File: config.mk
export PLATFORM = sky130hd
export DESIGN_NAME = bcd_to_float_flat
export DESIGN_NICKNAME = d
export VERILOG_FILES = /design/src/rtl/bcd_to_float_if.sv /design/src/rtl/bcd_to_float.sv /design/src/flat_wrapper.sv
export SDC_FILE = /design/constraint.sdc
export NUM_CORES = 1
export LEC_CHECK = 0
export CORE_MARGIN = 5
export CORE_UTILIZATION = 45
export CTS_CLUSTER_SIZE = 30
export DETAILED_ROUTE_END_ITERATION = 7
export PLACE_DENSITY = 0.66
export REMOVE_ABC_BUFFERS = 1
export SYNTH_ARGS = -nofsm -noshare
export SYNTH_HDL_FRONTEND = slang
export SYNTH_SLANG_ARGS = --single-unit
File: constraint.sdc
create_clock -name clk -period 3.3 [get_ports clk]
set_input_delay 0.33 -clock clk [delete_from_list [all_inputs] [get_ports clk]]
set_output_delay 0.33 -clock clk [all_outputs]
set_load 0.02 [all_outputs]
File: src/rtl/bcd_to_float_if.sv
// rtl/bcd_to_float_if.sv - digit stream in / float result out bundle for bcd_to_float
// Signals:
//   digit_valid, digit[3:0], digit_last : upstream digit stream (master drives)
//   digit_ready                         : block accepts a digit this cycle
//   res_valid, res_e[6:0], res_m[14:0]  : result pulse and held float result
//   err                                 : illegal digit / too many digits, held with result
//   idle                                : waiting for the first digit of a number
// Modports: master = digit source / result sink, slave = converter.
interface bcd_to_float_if;
    logic        digit_valid;
    logic [3:0]  digit;
    logic        digit_last;
    logic        digit_ready;
    logic        res_valid;
    logic [6:0]  res_e;
    logic [14:0] res_m;
    logic        err;
    logic        idle;

    modport master (
        output digit_valid, digit, digit_last,
        input  digit_ready, res_valid, res_e, res_m, err, idle
    );

    modport slave (
        input  digit_valid, digit, digit_last,
        output digit_ready, res_valid, res_e, res_m, err, idle
    );
endinterface

File: src/rtl/bcd_to_float.sv
// rtl/bcd_to_float.sv - BCD digit stream to 7-bit exponent / 15-bit mantissa float encoder
// Ports:
//   clk   : clock
//   reset : synchronous, active-high reset
//   bus   : bcd_to_float_if.slave (digit stream in, result out)
// Parameter DIGITS (1..5): maximum digits per number.
// Optional macro BCD_ROUND_EN: round-to-nearest on pack instead of truncation.
// Result value = (res_m / 2^14) * 2^res_e; zero is res_e = 7'h40, res_m = 0.
module bcd_to_float #(
    parameter int DIGITS = 5
) (
    input  logic          clk,
    input  logic          reset,
    bcd_to_float_if.slave bus
);

    typedef enum logic [1:0] {ACCEPT, MUL, NORM, PACK} state_t;

    state_t      state, state_next;
    logic [16:0] acc;
    logic [2:0]  count;
    logic [4:0]  s;
    logic [3:0]  dig;
    logic        dig_last;
    logic        err_acc;
    logic        res_valid_q;
    logic [6:0]  res_e_q;
    logic [14:0] res_m_q;
    logic        err_q;

    logic        take;
    logic        count_full;
    logic [6:0]  pack_e;
    logic [14:0] pack_m;

    assign bus.digit_ready = (state == ACCEPT);
    assign take            = bus.digit_valid && (state == ACCEPT);
    assign count_full      = (count == DIGITS[2:0]);
    assign bus.idle        = (state == ACCEPT) && (count == 3'd0);
    assign bus.res_valid   = res_valid_q;
    assign bus.res_e       = res_e_q;
    assign bus.res_m       = res_m_q;
    assign bus.err         = err_q;

    always_ff @(posedge clk) begin
        if (reset) state <= ACCEPT;
        else       state <= state_next;
    end

    always_comb begin
        state_next = state;
        case (state)
            ACCEPT: if (take) state_next = MUL;
            MUL:    state_next = (dig_last || count_full) ? NORM : ACCEPT;
            NORM:   if (acc == 17'd0 || acc[16]) state_next = PACK;
            PACK:   state_next = ACCEPT;
            default: state_next = ACCEPT;
        endcase
    end

`ifdef BCD_ROUND_EN
    logic [15:0] mant_sum;
`endif

    // Normalised acc has its MSB at bit 16, so the mantissa is acc[16:2]
    // and the exponent counts back the left shifts taken in NORM.
    always_comb begin
        pack_e = 7'd16 - {2'b00, s};
        pack_m = acc[16:2];
`ifdef BCD_ROUND_EN
        mant_sum = {1'b0, acc[16:2]} + {15'd0, acc[1]};
        pack_m   = mant_sum[14:0];
        // 15'h7FFF rounding up wraps to the next binade.
        if (mant_sum[15]) begin
            pack_m = 15'h4000;
            pack_e = 7'd17 - {2'b00, s};
        end
`endif
        if (acc == 17'd0) begin
            pack_e = 7'h40;
            pack_m = 15'd0;
        end
    end

    always_ff @(posedge clk) begin
        if (reset) begin
            acc         <= 17'd0;
            count       <= 3'd0;
            s           <= 5'd0;
            dig         <= 4'd0;
            dig_last    <= 1'b0;
            err_acc     <= 1'b0;
            res_valid_q <= 1'b0;
            res_e_q     <= 7'd0;
            res_m_q     <= 15'd0;
            err_q       <= 1'b0;
        end else begin
            res_valid_q <= 1'b0;
            case (state)
                ACCEPT: begin
                    if (take) begin
                        dig      <= (bus.digit > 4'd9) ? 4'd9 : bus.digit;
                        dig_last <= bus.digit_last;
                        count    <= count + 3'd1;
                        if (bus.digit > 4'd9) err_acc <= 1'b1;
                    end
                end
                MUL: begin
                    acc <= (acc << 3) + (acc << 1) + {13'd0, dig};
                    // Number cut off at the digit limit without a last marker.
                    if (!dig_last && count_full) err_acc <= 1'b1;
                end
                NORM: begin
                    if (acc != 17'd0 && !acc[16]) begin
                        acc <= acc << 1;
                        s   <= s + 5'd1;
                    end
                end
                PACK: begin
                    res_valid_q <= 1'b1;
                    res_e_q     <= pack_e;
                    res_m_q     <= pack_m;
                    err_q       <= err_acc;
                    acc         <= 17'd0;
                    count       <= 3'd0;
                    s           <= 5'd0;
                    err_acc     <= 1'b0;
                end
                default: ;
            endcase
        end
    end

endmodule

File: src/flat_wrapper.sv
// flat-port wrapper written by rule: the top's interface ports become plain ports
module bcd_to_float_flat 
#(
    parameter int DIGITS = 5
)
  (clk, reset, bus_digit_valid, bus_digit, bus_digit_last, bus_digit_ready, bus_res_valid, bus_res_e, bus_res_m, bus_err, bus_idle);
  bcd_to_float_if bus_i ();
  input  logic clk;
  input  logic reset;
  input wire logic [$bits(bus_i.digit_valid)-1:0] bus_digit_valid;
  input wire logic [$bits(bus_i.digit)-1:0] bus_digit;
  input wire logic [$bits(bus_i.digit_last)-1:0] bus_digit_last;
  output wire logic [$bits(bus_i.digit_ready)-1:0] bus_digit_ready;
  output wire logic [$bits(bus_i.res_valid)-1:0] bus_res_valid;
  output wire logic [$bits(bus_i.res_e)-1:0] bus_res_e;
  output wire logic [$bits(bus_i.res_m)-1:0] bus_res_m;
  output wire logic [$bits(bus_i.err)-1:0] bus_err;
  output wire logic [$bits(bus_i.idle)-1:0] bus_idle;
  assign bus_i.digit_valid = bus_digit_valid;
  assign bus_i.digit = bus_digit;
  assign bus_i.digit_last = bus_digit_last;
  assign bus_digit_ready = bus_i.digit_ready;
  assign bus_res_valid = bus_i.res_valid;
  assign bus_res_e = bus_i.res_e;
  assign bus_res_m = bus_i.res_m;
  assign bus_err = bus_i.err;
  assign bus_idle = bus_i.idle;
  bcd_to_float #(.DIGITS(DIGITS)) u_core (.clk(clk), .reset(reset), .bus(bus_i));
endmodule
==> key figures <==
Power and ir drop
  • Final Power: 1.86 mW
  • VDD IR max: 292 uV
  • Pwr dens: roughly 470 mW/mm^2
  • P_leak: about 1.7 nW

Min path
  • Hold path depth: 2
  • Hold crit path type: flip-flop to flip-flop
  • Hold Path Sink: u_core.bus.err
  • Hold path startpoint: u_core.bus.err

Global routing
  • Number of global-route vias before repair: 2807
  • Largest net degree at the start of global routing: 36
  • First-pass GRT wire length: 13.8 mm
  • GRT overflow: 0
  • Antenna violations before repair: 0
  • GRT Util Overall: 0.197

Setup path
  • R2R setup slack: approximately 430 ps
  • CP peak stage delay: 570 ps
  • Worst Path Arrival: a little over 3000 ps
  • CP startpoint kind: flip-flop
  • Worst r2r dst: u_core.acc[15]
  • Req. time, crit path: 3550 ps
  • CP endpoint kind: flip-flop
  • CP dominant cell by count: inv_1
  • Worst-path cell chain: inv_1, fa_1, inv_1, ha_1, a21o_1, a21oi_1, o21ai_1, a41oi_1, o32a_1, a21bo_1
  • Critical path origin: u_core.acc[0]
  • Slowest stage cell, crit path: fa_1
  • Worst reg-to-reg path cell count: 10
  • Critical-path maximum fanout: 5
  • Reg2reg start: u_core.acc[0]
  • Crit Path Class: flip-flop to flip-flop

Placement
  • Port Buffer Count: 33
  • Final Wtd Congestion: between 0.9 and 1
  • Pre-CTS setup slack: 451 ps
  • Placed Cells: around 490
  • Hpwl dp: just under 6 mm

STA
  • Final Skew: 9.02 ps
  • Final setup TNS: 0 ps
  • RSZ-0062 raised after global routing: false
  • Fin. Hold Viols: 0
  • Slew Limit Fails: 0
  • Worst setup margin: between 400 and 500 ps
  • Fmax: 0.349 GHz
  • Tmin final: approximately 2900 ps
  • Final Cycle Share: 0.869
  • Actual slew at the worst max-slew pin: 772 ps
  • Worst hold slack: 459 ps
  • Slew Limit Headroom: 0.484
  • Setup violations, final: 0

Drt
  • Vias per cell: 5.78
  • 1st-pass router iterations: 4
  • Via count: ~2900
  • Initial DRC Count: approximately 160
  • DRC violations left: 0
  • WL final: roughly 8.1 mm
  • Wirelength per Cell: 16.1 um
  • Antenna Nets Post-Route: 0

Logic synthesis
  • Ys async rst share: 0
  • Area leader, netlist: dfxtp_1
  • Synth top area share: 0.353
  • Area contributors post-synth: dfxtp_1, ha_1, nor2_1
  • Mapped Cells: 366
  • Flops & latches, synth: 57
  • Post-synthesis sequential area ratio: 0.353
  • YS warnings: 0
  • Top FF cell, synth: dfxtp_1
  • Synth cell count leaders: dfxtp_1, nor2_1, ha_1, nand2_1, a21oi_1
  • Number of flops mapped to enable cells by yosys: 0
  • Syn Area/Cell: 8.83 sq um
  • Mapped cell area: 0.00323 sq mm
  • Count of cell types in the netlist: 54
  • Most frequent cell after synthesis: dfxtp_1

Cells and area
  • Layout Nets: roughly 440
  • FILL cells: 646
  • Seq. cell area: 0.00114 sq mm
  • Final non-filler cell total: 502
  • Layout cell share with drive strength beyond 1: 0.0764
  • Synth-to-Final Area Change: 21.0%
  • Multi-input gate area: 0.00196 sq mm
  • ANT cells: 0

Floorplan
  • Chip height: between 90 and 100 um
  • Die ar.: roughly 0.0090 sq mm
  • Starting Density: 0.468
  • Core ar.: 0.00691 sq mm
  • Chip Width: 94.7 um
  • I/O Pins: 34
  • FP Rows: 30

Clock network
  • H-tree depth: 3
  • Postcts setup bufs: 0
  • Clock Path Buffers: 2
  • CTS clk-pin slew, worst paths: 70 ps
  • PostCTS Resize Cnt: 0
  • Clock tree sinks: 57
  • Cts-stage hold buffer count: 0
  • Clk_lat worst skew: 340 ps
  • Root buf cell: clkbuf_8
  • CTS tree: yes
  • Total CTS buffers: 9

Outcome
  • Status: completed

Flow run
  • # Max-Cap Violations: 0
==> worst max path at each step <==
stage	endpoint
floorplan	u_core.acc[15]
global placement	u_core.acc[15]
detailed placement	u_core.acc[15]
CTS	u_core.acc[15]
global route	u_core.acc[15]
finish	u_core.acc[15]
==> layer usage <==
metal / routed length [um] / up-vias / track usage
met5: 0 / - / 0
met4: 57 / 0 / 0.0469
met3: 468 / 11 / 0.0661
met2: 3810 / 76 / 0.320
met1: 3770 / 1395 / 0.252
li1: - / 1419 / -
==> critical path, delay by kind of cell (launching register included) <==
| kind | cells | cell delay [ps] |
|---|---|---|
| compound gates | 6 | 1360 |
| fa+ha+maj | 2 | 860 |
| flops | 1 | 390 |
| buf+inv | 2 | 160 |
==> registers in the layout, summed over array words and instances (netlist names), named ones only <==
register	cells
u_core.acc	17
u_core.bus.res_m	15
u_core.bus.res_e	7
u_core.s	5
u_core.dig	4
u_core.count	3
u_core.bus.err	1
u_core.bus.res_valid	1
u_core.dig_last	1
u_core.err_acc	1
u_core.state	1
==> cell usage in the layout, fill, tap and decap left out, drive strengths merged, types with 5 or more instances in the layout <==
cell type	n
clkbuf	12
a311oi	5
inv	17
xor2	8
dfxtp	57
nor3	8
a21o	7
nand2	28
clkdlybuf4s50	33
ha	33
o21ai	11
a211oi	9
a31oi	6
nor2	44
a21oi	23
nand4	5
nand3	7
a22o	18
buf	8
==> cell type report <==
type	count	area share
Clock inverter	4	0.0189
Sequential cell	57	0.292
Timing Repair Buffer	41	0.0998
Inverter	17	0.0163
Clock buffer	12	0.0422
Multi-Input combinational cell	275	0.500
Tap cell	96	0.0307
==> cells by family after synthesis <==
family,Yosys count,synth area share
adder cells (fa/ha/maj),35,0.140
XOR/XNOR,12,0.0325
flip-flops,57,0.353
multiplexers,3,0.00930
AO/OA/AOI/OAI,106,0.236
AND/OR/NAND/NOR,119,0.187
buffers and inverters,34,0.0414
==> power breakdown <==
group	switching [mW]	internal, mW	total [mW]
Clock	0.295	0.487	0.782
Combinational	0.186	0.131	0.317
Sequential	0.0434	0.715	0.758
==> stage by stage <==
step	utilization	cell area, sq um
floorplan	-	3160
global placement	0.532	3670
detailed placement	0.532	3670
CTS	0.566	3910
global route	0.566	3910
finish	0.566	3910
Note: power is estimated with default switching activity, not from simulation.
